<file path="config.mk">
export PLATFORM = sky130hd
export DESIGN_NAME = next_pc_unit
export DESIGN_NICKNAME = d
export VERILOG_FILES = /design/src/rtl/next_pc_unit.sv
export SDC_FILE = /design/constraint.sdc
export NUM_CORES = 1
export LEC_CHECK = 0
export BUFFER_PORTS_ARGS = -buffer_cell sky130_fd_sc_hd__clkbuf_2
export CAP_MARGIN = 0
export CORE_MARGIN = 2
export CORE_UTILIZATION = 50
export CTS_CLUSTER_SIZE = 28
export DETAILED_ROUTE_END_ITERATION = 8
export PLACE_DENSITY = 0.88
export REMOVE_ABC_BUFFERS = 1
export SLEW_MARGIN = 15
export SYNTH_ARGS = -nofsm -noshare
export SYNTH_HDL_FRONTEND = slang
export SYNTH_SLANG_ARGS = --single-unit
export TNS_END_PERCENT = 5
</file>
<file path="constraint.sdc">
create_clock -name iCLK -period 7.3 [get_ports iCLK]
set_input_delay 0.73 -clock iCLK [delete_from_list [all_inputs] [get_ports iCLK]]
set_output_delay 0.73 -clock iCLK [all_outputs]
set_load 0.01 [all_outputs]
</file>
<file path="src/rtl/next_pc_unit.sv">
// Next-PC sequencer: resolves ID-stage redirects, owns the PC, squashes IF/ID, sticky HALT.
// Optional performance counters are built when NPC_PERF_EN is defined.
module next_pc_unit #(
  parameter logic [31:0] RESET_PC = 32'h0040_0000,
  parameter logic [31:0] KTEXT_PC = 32'h8000_0180
) (
  input  logic        iCLK,
  input  logic        iRST,
  input  logic        iIDValid,
  input  logic        iStall,
  input  logic [2:0]  iOrigPC,
  input  logic        iJump,
  input  logic        iBranch,
  input  logic        inBranch,
  input  logic        iJr,
  input  logic [31:0] iRsData,
  input  logic [31:0] iRtData,
  input  logic [15:0] iImm16,
  input  logic [25:0] iJTarget,
  input  logic [31:0] iPCPlus4ID,
  output logic [31:0] oPC,
  output logic [31:0] oPCPlus4,
  output logic        oFlushIF,
  output logic        oHalted,
  output logic [1:0]  oHaltCause
`ifdef NPC_PERF_EN
  ,
  output logic [31:0] oTakenCnt,
  output logic [31:0] oRedirCnt,
  output logic [31:0] oStallCnt
`endif
);

  typedef enum logic [1:0] {ST_RUN, ST_FLUSH, ST_HALT} state_t;

  state_t      state_q, state_d;
  logic [31:0] pc_q, pc_d;
  logic [1:0]  cause_q, cause_d;
  logic        flush;
  logic        br_fire, redir_fire;

  logic [31:0] br_tgt, j_tgt, redir_tgt;
  logic        is_illegal, jr_misalign, br_taken, redir_any;
  logic        unused_jump;

  // iJump carries no information beyond iOrigPC: a jump without 010/100 falls through.
  assign unused_jump = iJump;

  assign br_tgt      = iPCPlus4ID + {{14{iImm16[15]}}, iImm16, 2'b00};
  assign j_tgt       = {iPCPlus4ID[31:28], iJTarget, 2'b00};
  assign is_illegal  = (iOrigPC == 3'b011) || (iOrigPC == 3'b110) || (iOrigPC == 3'b111);
  assign jr_misalign = (iOrigPC == 3'b010) && iJr && (iRsData[1:0] != 2'b00);
  assign br_taken    = ((iOrigPC == 3'b001) && iBranch  && (iRsData == iRtData)) ||
                       ((iOrigPC == 3'b101) && inBranch && (iRsData != iRtData));
  assign redir_any   = br_taken || (iOrigPC == 3'b010) || (iOrigPC == 3'b100);

  always_comb begin
    redir_tgt = br_tgt;
    if (iOrigPC == 3'b010) redir_tgt = iJr ? iRsData : j_tgt;
    else if (iOrigPC == 3'b100) redir_tgt = KTEXT_PC;
  end

  always_comb begin
    state_d    = state_q;
    pc_d       = pc_q;
    cause_d    = cause_q;
    flush      = 1'b0;
    br_fire    = 1'b0;
    redir_fire = 1'b0;
    case (state_q)
      ST_RUN: begin
        if (!iStall) begin
          if (iIDValid && is_illegal) begin
            state_d = ST_HALT;
            cause_d = 2'b01;
            flush   = 1'b1;
          end else if (iIDValid && jr_misalign) begin
            state_d = ST_HALT;
            cause_d = 2'b10;
            flush   = 1'b1;
          end else if (iIDValid && redir_any) begin
            state_d    = ST_FLUSH;
            pc_d       = redir_tgt;
            flush      = 1'b1;
            br_fire    = br_taken;
            redir_fire = 1'b1;
          end else begin
            pc_d = pc_q + 32'd4;
          end
        end
      end
      ST_FLUSH: begin
        if (!iStall) begin
          state_d = ST_RUN;
          pc_d    = pc_q + 32'd4;
        end
      end
      ST_HALT: flush = 1'b1;
      default: state_d = ST_RUN;
    endcase
  end

  always_ff @(posedge iCLK) begin
    if (iRST) begin
      state_q <= ST_RUN;
      pc_q    <= RESET_PC;
      cause_q <= 2'b00;
    end else begin
      state_q <= state_d;
      pc_q    <= pc_d;
      cause_q <= cause_d;
    end
  end

  assign oPC        = pc_q;
  assign oPCPlus4   = pc_q + 32'd4;
  assign oFlushIF   = flush && !iRST;
  assign oHalted    = (state_q == ST_HALT);
  assign oHaltCause = cause_q;

`ifdef NPC_PERF_EN
  logic [31:0] taken_q, redir_q, stall_q;

  always_ff @(posedge iCLK) begin
    if (iRST) begin
      taken_q <= '0;
      redir_q <= '0;
      stall_q <= '0;
    end else begin
      if (br_fire && (taken_q != '1)) taken_q <= taken_q + 32'd1;
      if (redir_fire && (redir_q != '1)) redir_q <= redir_q + 32'd1;
      if ((state_q == ST_RUN) && iStall && (stall_q != '1)) stall_q <= stall_q + 32'd1;
    end
  end

  assign oTakenCnt = taken_q;
  assign oRedirCnt = redir_q;
  assign oStallCnt = stall_q;
`endif

endmodule

</file>
==> key figures <==
Status
  – Status: finished, final reports clean

CTS
  – Hold buffer count at cts: 0
  – Setup Buffers After CTS: 0
  – Clock slew at reported path FFs: 0.07 ns
  – Sink Count: 36
  – CTS tree: yes
  – Root Driver: clkbuf_8
  – Clock Latency Late Sink: around 0.29 ns
  – Cts repair resizes: 0
  – H-tree depth: 2
  – CTS Buffer Depth: 2
  – Num CTS Buffers: 5

Detailed routing
  – Initial DRT Pass Iterations: 6
  – Vias: between 5000 and 6000
  – Routed wire length: approximately 17000 um
  – Remaining DRCs: 0
  – Vias per inst: about 6.1
  – ANT nets after route: 0
  – DRT iter0 DRCs: 370
  – Wire per inst: about 18 um

Logic synthesis
  – Ys Warns: 0
  – Post-Syn Instances: 651
  – Top cells by area, synth: dfxtp_1 15%, xnor2_1 12%, ha_1 7.6%
  – Async S/R FF share, synth: 0%
  – Netlist cell types: between 70 and 80
  – Mapped Area: slightly below 5000 um2
  – Register area share after synthesis: between 10 and 15%
  – Leading area contributor after synthesis: dfxtp_1
  – Avg Cell Area, Syn: between 7 and 8 um2
  – Most used DFF post-synth: dfxtp_1
  – Post-synth top area share: 14.6%
  – Number of synthesized flops with an enable pin: 0
  – Yosys reg bits: 36

Setup path
  – Worst EP required: ~6.6 ns
  – Crit Path Class: primary input to primary output
  – FF-to-FF setup slack: roughly 4.5 ns
  – Worst setup EP type: primary output
  – CP max FO: 18
  – Startpoint types: primary input
  – Arr. time, crit path: around 2.8 ns

Floorplan
  – # IOs: between 200 and 250
  – Starting Density: roughly half
  – DIE WIDTH: 103 um
  – DIE AREA: approximately 11000 um2
  – Die height: 103 um
  – # rows: 36
  – Core box area: ~9700 um2

Placed design
  – DP Area: 6070 um2
  – I/O Buffers: roughly 220
  – Gpl congestion: about 0.96
  – Pre-CTS WS: 3.70 ns
  – Dpl hpwl: around 14000 um

Timing
  – TNS Setup: 0 ns
  – Crit path time final: about 3.6 ns
  – Unrepaired setup endpoints after global routing: false
  – Final Cycle Share: 48.7%
  – Setup violators final: 0
  – WHS: 0.472 ns
  – F_max: ~280 MHz
  – Slew Limit Headroom: a little over two fifths
  – Fin worst setup slack: between 3 and 4 ns
  – Final Max Slew Viols: 0
  – Final hold violations: 0
  – Least-Margin Pin Slew: between 0.8 and 0.9 ns
  – Clk_skew: ~0.0037 ns

Min path
  – HP Class: register to register

Global route
  – Overflow after GRT: 0
  – Largest net degree at the start of global routing: 39
  – Initial antenna violation count: 0
  – First-pass GRT wire length: 26500 um
  – Vias in the first global route: 5383
  – Total global-route track usage: 31.6%

Power
  – VDD IR max: roughly 0.071 mV
  – Pwr per Cell Area: 123 nW/um2
  – Comb pwr share: 49.5%
  – Seq pwr share: between 30 and 40%
  – Reported net switching power: 0.305 mW
  – Pleak: ~2.7 nW
  – Internal power: approximately 0.45 mW
  – Sw Share: between 40 and 50%
  – Pwr Total: between 0.7 and 0.8 mW
  – Clock Power Share: about 20%

Layout
  – Number of antenna cells inserted: 0
  – # fillers: about 900
  – Area Overhead vs Synth: 25.1%
  – Share of layout cells above drive strength 1: between 30% and 40%
  – Final #Nets: 1028
  – Final Cell Area: between 6000 and 7000 um2

Job
  – Max cap viols: 0
==> state kept, by name, indices dropped and copies added, names as in the netlist <==
name        flops
oPC            32
oHaltCause      2
state_q         2
==> synth_stat cells, drive strengths merged, types with 14 or more instances <==
library cell / count
buf: 14
mux2i: 22
inv: 16
a21oi: 52
o21ai: 46
clkbuf: 16
nand4: 19
nor3: 19
xor2: 17
nand2: 53
ha: 30
nor2: 59
xnor2: 66
dfxtp: 36
==> layout make-up <==
class | count | area [um2] | share of cell area [%]
Clock buffer | 7 | 96.3 | 1.56
Inverter | 16 | 60.1 | 0.973
Multi-Input combinational cell | 569 | 4010 | 65.0
Sequential cell | 36 | 721 | 11.7
Tap cell | 133 | 166 | 2.70
Timing Repair Buffer | 220 | 1110 | 18.0
==> final timing paths <==
| kind | end | start | cells after the start |
|---|---|---|---|
| max | oFlushIF | iOrigPC[0] | 11 |
| min | oPC[1]$_SDFFE_PP0P_ | oPC[1]$_SDFFE_PP0P_ | 2 |
| max reg2reg | oPC[21]$_SDFFE_PP0P_ | state_q[1]$_SDFFE_PP0P_ | 6 |
| min reg2reg | oPC[1]$_SDFFE_PP0P_ | oPC[1]$_SDFFE_PP0P_ | 2 |
==> placed cells by master, fill, tap and decap left out, types with 6 or more instances in the layout <==
master / n
a31oi_1: 7
o21ai_0: 41
ha_1: 30
nand4_1: 19
nand3b_1: 7
o21a_1: 6
and3_1: 12
clkbuf_2: 215
mux2i_1: 22
dfxtp_1: 36
a211oi_1: 12
a21oi_1: 52
o211ai_1: 8
a221oi_1: 9
mux2_2: 8
nor2_1: 56
xnor2_1: 65
inv_1: 16
nor3_1: 19
nand3_1: 11
xor2_1: 16
nand2_1: 52
clkbuf_8: 7
o221ai_1: 8
nor4_1: 8
a21o_1: 11
nand2b_1: 10
==> logic make-up (layout without fill, tap and decap cells) <==
family | after synthesis | after routing | share of synthesized area [%]
AOI/OAI and AO/OA | 198 | 198 | 27.3
adders and majority gates | 31 | 31 | 8.02
xor gates and xnor gates | 83 | 83 | 15.0
buffers and inverters | 46 | 243 | 4.01
DFF | 36 | 36 | 14.6
and+or+nand+nor | 226 | 226 | 24.5
muxes | 31 | 31 | 6.52
==> stage by stage <==
| step | utilization, % | instances |
|---|---|---|
| after floorplan | - | 621 |
| after global placement | 62.7 | 974 |
| after detailed placement | 62.7 | 974 |
| after CTS | 63.7 | 981 |
| after global routing | 63.7 | 981 |
| final | 63.7 | 981 |
==> power groups by stage <==
stage | Combinational, mW | Sequential, mW | Clock (mW)
global placement | 0.361 | 0.230 | 0
detailed placement | 0.366 | 0.231 | 0
CTS | 0.368 | 0.227 | 0.155
global route | 0.409 | 0.229 | 0.164
floorplan | 0.219 | 0.233 | 0
finish | 0.375 | 0.227 | 0.154
==> critical path, cell delays in order <==
cell	delay (ns)
clkbuf_2	0.14
nand2b_1	0.18
nor2_1	0.31
buf_4	0.30
nor2_4	0.14
o31ai_2	0.16
o21a_1	0.21
nand2_1	0.07
a21o_1	0.17
a211oi_1	0.22
clkbuf_2	0.18
==> routing by layer <==
layer	up-vias	part of all wire, %	global-route usage [%]
met1	2769	41	42.7
met4	0	3.4	11.9
li1	2835	-	-
met5	-	0	0
met3	42	9.0	3.83
met2	332	46	51.5
Note: power is estimated with default switching activity, not from simulation.
